File: src/rtl/mux_2x1_arbiter_pkg.sv
// Shared encodings for the 2:1 mux arbiter: FSM state constants, select polarity
// and last-owner tracking used for round-robin tie-breaks.
package mux_arb_pkg;

  localparam logic [1:0] IDLE  = 2'b00;
  localparam logic [1:0] OWN_A = 2'b01;
  localparam logic [1:0] OWN_B = 2'b10;

  localparam logic SEL_A = 1'b1;
  localparam logic SEL_B = 1'b0;

  typedef enum logic {
    OWNER_B = 1'b0,
    OWNER_A = 1'b1
  } owner_e;

  // Hold counter width: enough to count 0..MAX_HOLD without wrapping.
  function automatic int hold_w(input int max_hold);
    return $clog2(max_hold + 1);
  endfunction

endpackage

File: src/rtl/mux_2x1_arbiter_if.sv
// Handshake/data bundle between two producers, the arbiter and the consumer.
// slave = arbiter side, master = producer/consumer side.
interface mux_2x1_arbiter_if #(
  parameter int WIDTH = 8
) ();

  logic             req_a;
  logic             req_b;
  logic [WIDTH-1:0] data_a;
  logic [WIDTH-1:0] data_b;
  logic             gnt_a;
  logic             gnt_b;
  logic             select;
  logic [WIDTH-1:0] m_out;
  logic             m_valid;

  modport slave (
    input  req_a, req_b, data_a, data_b,
    output gnt_a, gnt_b, select, m_out, m_valid
  );

  modport master (
    output req_a, req_b, data_a, data_b,
    input  gnt_a, gnt_b, select, m_out, m_valid
  );

endinterface

File: src/rtl/mux_2x1_arbiter_df.sv
// Plain 2:1 dataflow mux, one generated slice per bit; sel=1 picks a.
module mux_2x1_df #(
  parameter int WIDTH = 8
) (
  input  logic             sel,
  input  logic [WIDTH-1:0] a,
  input  logic [WIDTH-1:0] b,
  output logic [WIDTH-1:0] y
);

  for (genvar i = 0; i < WIDTH; i++) begin : g_bit
    assign y[i] = sel ? a[i] : b[i];
  end

endmodule

File: src/rtl/mux_2x1_arbiter.sv
// Round-robin arbiter driving a shared 2:1 mux; a hold counter caps a contested
// owner at MAX_HOLD cycles while an uncontested owner keeps the channel.
module mux_2x1_arbiter
  import mux_arb_pkg::*;
#(
  parameter int WIDTH    = 8,
  parameter int MAX_HOLD = 4
) (
  input  logic               clock,
  input  logic               reset_b,
  mux_2x1_arbiter_if.slave   bus
);

  localparam int             CW        = hold_w(MAX_HOLD);
  localparam logic [CW-1:0]  HOLD_LAST = CW'(MAX_HOLD - 1);

  logic [1:0]    state_q, state_d;
  logic [CW-1:0] hold_q,  hold_d;
  owner_e        last_q,  last_d;
  logic          sel_q,   sel_d;

  logic          ra, rb, contested_end;

  assign ra            = bus.req_a;
  assign rb            = bus.req_b;
  assign contested_end = ra && rb && (hold_q == HOLD_LAST);

  always_comb begin
    state_d = state_q;
    unique case (state_q)
      IDLE: begin
        if (ra && rb)  state_d = (last_q == OWNER_A) ? OWN_B : OWN_A;
        else if (ra)   state_d = OWN_A;
        else if (rb)   state_d = OWN_B;
      end
      OWN_A: begin
        if (!ra)               state_d = rb ? OWN_B : IDLE;
        else if (contested_end) state_d = OWN_B;
      end
      OWN_B: begin
        if (!rb)               state_d = ra ? OWN_A : IDLE;
        else if (contested_end) state_d = OWN_A;
      end
      default: state_d = IDLE;
    endcase
  end

  // Counter restarts on any grant change and saturates while ownership is kept.
  always_comb begin
    hold_d = hold_q;
    if (state_d != state_q)                           hold_d = '0;
    else if (state_q != IDLE && hold_q != HOLD_LAST)  hold_d = hold_q + 1'b1;
  end

  // select and last_owner only move on entry into an owning state; IDLE holds them.
  always_comb begin
    last_d = last_q;
    sel_d  = sel_q;
    if (state_d == OWN_A && state_q != OWN_A) begin
      last_d = OWNER_A;
      sel_d  = SEL_A;
    end else if (state_d == OWN_B && state_q != OWN_B) begin
      last_d = OWNER_B;
      sel_d  = SEL_B;
    end
  end

  always_ff @(posedge clock) begin
    if (!reset_b) begin
      state_q <= IDLE;
      hold_q  <= '0;
      last_q  <= OWNER_B;
      sel_q   <= SEL_B;
    end else begin
      state_q <= state_d;
      hold_q  <= hold_d;
      last_q  <= last_d;
      sel_q   <= sel_d;
    end
  end

  assign bus.gnt_a   = (state_q == OWN_A);
  assign bus.gnt_b   = (state_q == OWN_B);
  assign bus.m_valid = (state_q == OWN_A) || (state_q == OWN_B);
  assign bus.select  = sel_q;

  mux_2x1_df #(.WIDTH(WIDTH)) u_df (
    .sel (sel_q),
    .a   (bus.data_a),
    .b   (bus.data_b),
    .y   (bus.m_out)
  );

endmodule

File: src/flat_wrapper.sv
// flat-port wrapper written by rule: the top's interface ports become plain ports
module mux_2x1_arbiter_flat import mux_arb_pkg::*;
#(
  parameter int WIDTH    = 8,
  parameter int MAX_HOLD = 4
)
  (clock, reset_b, bus_req_a, bus_req_b, bus_data_a, bus_data_b, bus_gnt_a, bus_gnt_b, bus_select, bus_m_out, bus_m_valid);
  mux_2x1_arbiter_if #(.WIDTH(WIDTH)) bus_i ();
  input  logic clock;
  input  logic reset_b;
  input wire logic [$bits(bus_i.req_a)-1:0] bus_req_a;
  input wire logic [$bits(bus_i.req_b)-1:0] bus_req_b;
  input wire logic [$bits(bus_i.data_a)-1:0] bus_data_a;
  input wire logic [$bits(bus_i.data_b)-1:0] bus_data_b;
  output wire logic [$bits(bus_i.gnt_a)-1:0] bus_gnt_a;
  output wire logic [$bits(bus_i.gnt_b)-1:0] bus_gnt_b;
  output wire logic [$bits(bus_i.select)-1:0] bus_select;
  output wire logic [$bits(bus_i.m_out)-1:0] bus_m_out;
  output wire logic [$bits(bus_i.m_valid)-1:0] bus_m_valid;
  assign bus_i.req_a = bus_req_a;
  assign bus_i.req_b = bus_req_b;
  assign bus_i.data_a = bus_data_a;
  assign bus_i.data_b = bus_data_b;
  assign bus_gnt_a = bus_i.gnt_a;
  assign bus_gnt_b = bus_i.gnt_b;
  assign bus_select = bus_i.select;
  assign bus_m_out = bus_i.m_out;
  assign bus_m_valid = bus_i.m_valid;
  mux_2x1_arbiter #(.WIDTH(WIDTH), .MAX_HOLD(MAX_HOLD)) u_core (.clock(clock), .reset_b(reset_b), .bus(bus_i));
endmodule
File: config.mk
export PLATFORM = sky130hd
export DESIGN_NAME = mux_2x1_arbiter_flat
export DESIGN_NICKNAME = d
export VERILOG_FILES = /design/src/rtl/mux_2x1_arbiter_pkg.sv /design/src/rtl/mux_2x1_arbiter_if.sv /design/src/rtl/mux_2x1_arbiter_df.sv /design/src/rtl/mux_2x1_arbiter.sv /design/src/flat_wrapper.sv
export SDC_FILE = /design/constraint.sdc
export NUM_CORES = 1
export LEC_CHECK = 0
export ABC_AREA = 1
export BUFFER_PORTS_ARGS = -buffer_cell sky130_fd_sc_hd__buf_4
export CAP_MARGIN = 25
export CORE_UTILIZATION = 38
export CTS_BUF_LIST = sky130_fd_sc_hd__clkbuf_8 sky130_fd_sc_hd__clkbuf_16
export DETAILED_ROUTE_END_ITERATION = 6
export PLACE_DENSITY = 0.73
export SLEW_MARGIN = 20
export SYNTH_ARGS = -nofsm -noshare
export SYNTH_HDL_FRONTEND = slang
export SYNTH_SLANG_ARGS = --single-unit
File: constraint.sdc
create_clock -name clock -period 1.3 [get_ports clock]
set_input_delay 0 -clock clock [delete_from_list [all_inputs] [get_ports clock]]
set_output_delay 0 -clock clock [all_outputs]
set_load 0.005 [all_outputs]
==> results by group <==
Global routing
  – GR Util met2: approximately two fifths
  – Pin count of the biggest net entering global routing: 11
  – GRT overflow: 0
  – Vias in the first global route: 595
  – First-pass GRT wire length: around 2400 µm
  – Met1 Use GR: 24.01%
  – Initial antenna violation count: 0
  – M3 GR Usage: under 10%
  – Most Used Layer, Global Route: met2
  – GRT Overall Usage: a little over a fifth

Synth
  – Yosys warnings: 0
  – Async SR Flop Fraction: 0%
  – Post-synth EDFFs: 0
  – Most used DFF post-synth: dfxtp_1
  – Synth top area share: between 20% and 30%
  – Cell taking the most area after synthesis: dfxtp_1
  – Most common cell in the netlist: nand2_1
  – Synth Net Count: around 100
  – Synth area leaders: dfxtp_1, mux2_2, ha_1
  – #FFs+latches synth: 6
  – Mapped Cells: 77
  – Per-instance average area after synthesis: about 7.3 µm²
  – Mapped cell area: about 560 µm²
  – Compound-gate portion of the synthesized area: 4.464%
  – Sequential area share after synthesis: between 20% and 30%
  – Largest family of logic cells by synthesized area: simple AND/OR/NAND/NOR gates
  – Commonest cells post-synth: nand2_1, nor2_1, inv_1, mux2_2
  – Simple-gate share of the synthesized area: around 34%
  – Multiplexer area fraction after synthesis: roughly 18%
  – Synth Area in Adders: between 10% and 20%
  – Xor and xnor area share after synthesis: under 10%
  – Post-synth cell types: 16

Worst setup path
  – Max Fanout on Critical Path: 4
  – CP max stage cell: dfxtp_4
  – FF-to-FF path depth: 10
  – Slowest stage delay, CP: approximately 350 ps
  – Cell repeated most along the worst path: nand2_4
  – Setup CP Type: flip-flop to flip-flop
  – CP Launch Type: flip-flop
  – CP Data Arrival Time: roughly 1600 ps
  – Crit end category: flip-flop
  – Worst-path cell chain: inv_2 > ha_4 > inv_1 > nor2_2 > nand2_4 > nand3_4 > nand2_4 > nor2_1 > nand2_1 > a21oi_1
  – CP required: 1440 ps

CTS
  – CTS buffer count: 3
  – Reg clk slew, reported paths: roughly 30 ps
  – CTS H-tree lvls: 1
  – Number of hold buffers added after CTS: 0
  – CTS tree: done
  – Sink Count: 6
  – Skew-Pair Late Insertion Delay: approximately 220 ps
  – Clk buf depth: 2
  – Root buf cell: clkbuf_8

Outcome
  – Failing checks: negative setup slack
  – Status: finished with violations

Worst hold path
  – Worst hold stages: 3
  – Worst min-delay path category: input port to flip-flop

Flow run
  – Max-cap check violation count: 0

STA
  – Least-Margin Pin Slew: around 270 ps
  – Fin crit period: 1502 ps
  – Final worst slack: -201.7 ps
  – RSZ-0062 raised after global routing: yes
  – Hold Vio Cnt, Final: 0
  – Max Freq: around 670 MHz
  – Slew Limit Fails: 0
  – Final period util: 115.5%
  – Worst clock skew: about 2.7 ps
  – Final setup fails: 6
  – Max_slew headroom: between 80% and 90%

Power
  – Pwr Total: 1.191 mW
  – Max IR drop VDD: 0.8927 mV
  – Power Density: about 1100 mW/mm²
  – Leakage: between 0.5 and 0.6 nW

Layout
  – Layout cells sized above 1: between 60% and 70%
  – Syn-to-layout area delta: 94.20%
  – Diode count: 0
  – Multi-input gate area: 539.3 µm²
  – Non-Filler Instances: ~140
  – FF/Latch Area: around 130 µm²
  – Total Nets Final: 150
  – Filler Cells Inserted: 91
  – Post-layout util: approximately 80%

Floorplan
  – DIE AREA: roughly 0.0016 mm²
  – Die height: about 40 µm
  – Row count: 13
  – Starting Density: a little over two fifths
  – CORE AREA: ~0.0013 mm²
  – Die X: 40.41 µm
  – I/O pins: 32

Placed design
  – Hpwl dp: between 1000 and 1500 µm
  – I/O Buffers: 31
  – Gpl congestion: around 0.8
  – Post-placement cell count: 133

Route
  – WL final: between 1500 and 2000 µm
  – Via/cell ratio: between 5 and 6
  – DRC violations left: 0
  – Initial drt markers: 20
  – Routed Antenna Nets: 0
  – Via count: around 700
  – Wire length per cell: 13.48 µm
  – Number of detailed-route iterations in the first pass: 4
worst paths after layout:
path / from / endpoint / slack (ps)
min: reset_b / u_core.hold_q[0] / 80
max reg2reg: u_core.state_q[0] / u_core.last_q / -200
max: u_core.state_q[0] / u_core.last_q / -200
min reg2reg: u_core.hold_q[1] / u_core.hold_q[1] / 590
sequential cells by signal (all words and copies together) (netlist names):
name            count
u_core.state_q      2
u_core.last_q       1
u_core.hold_q       3
logic make-up after synthesis:
kind of cell,after synthesis
AO/OA/AOI/OAI,5
XOR/XNOR,1
adder cells (fa/ha/maj),6
buffers and inverters,10
flip-flops,6
multiplexers,9
AND/OR/NAND/NOR,40
area by class of cell:
type,count,share of cell area [%]
inverter,9,3.333
tap,15,1.724
clock buffer,3,3.793
sequential,6,11.95
timing repair buffer,43,29.66
multi-input combinational,61,49.54
power by group:
part,switching (mW),internal (mW)
sequential,0.0295,0.216
combinational,0.321,0.355
clock,0.0718,0.198
total,0.423,0.768
critical path: cells and delay by family, from the launching register on:
family	cells	cell delay, ps
compound gates	1	170
simple gates	6	590
buf+inv	2	160
flops	1	350
fa+ha+maj	1	160
per-layer routing:
layer,routed length [µm],part of all wire [%]
met3,195,11
met1,719,39
met4,31,1.7
met2,900,49
met5,0,0
stage by stage:
stage          TNS [ps]  cell area (µm²)  hold slack (ps)  worst slack, ps
6_report         -768.0             1089            83.76           -201.7
5_1_grt           -1187             1089            92.61           -286.1
4_1_cts          -390.1             1032            67.19           -110.3
3_5_place_dp     -424.1            930.9            276.5           -163.0
3_3_place_gp     -245.4            930.9            269.2           -111.7
2_1_floorplan         0            604.3            128.6            2.811
repair_timing:
item,CTS,global route
endpoints found under the setup margin,5,6
cloned,0,0
gates resized for setup,12,12
setup buffers,0,1
pin swaps,3,8
placed cells by master, fill, tap and decap left out, types with 2 or more instances in the layout:
master    instances
buf_4            43
clkbuf_8          3
dfxtp_1           2
dfxtp_2           2
dfxtp_4           2
ha_1              2
ha_4              4
inv_1             6
inv_2             2
mux2_2            8
nand2_1          11
nand2_2           2
nand2_4           4
nand3_1           3
nand3_2           3
nand3_4           3
nor2_1            8
nor2_2            2
o21ai_0           2
(Power assumes the default switching activity.)
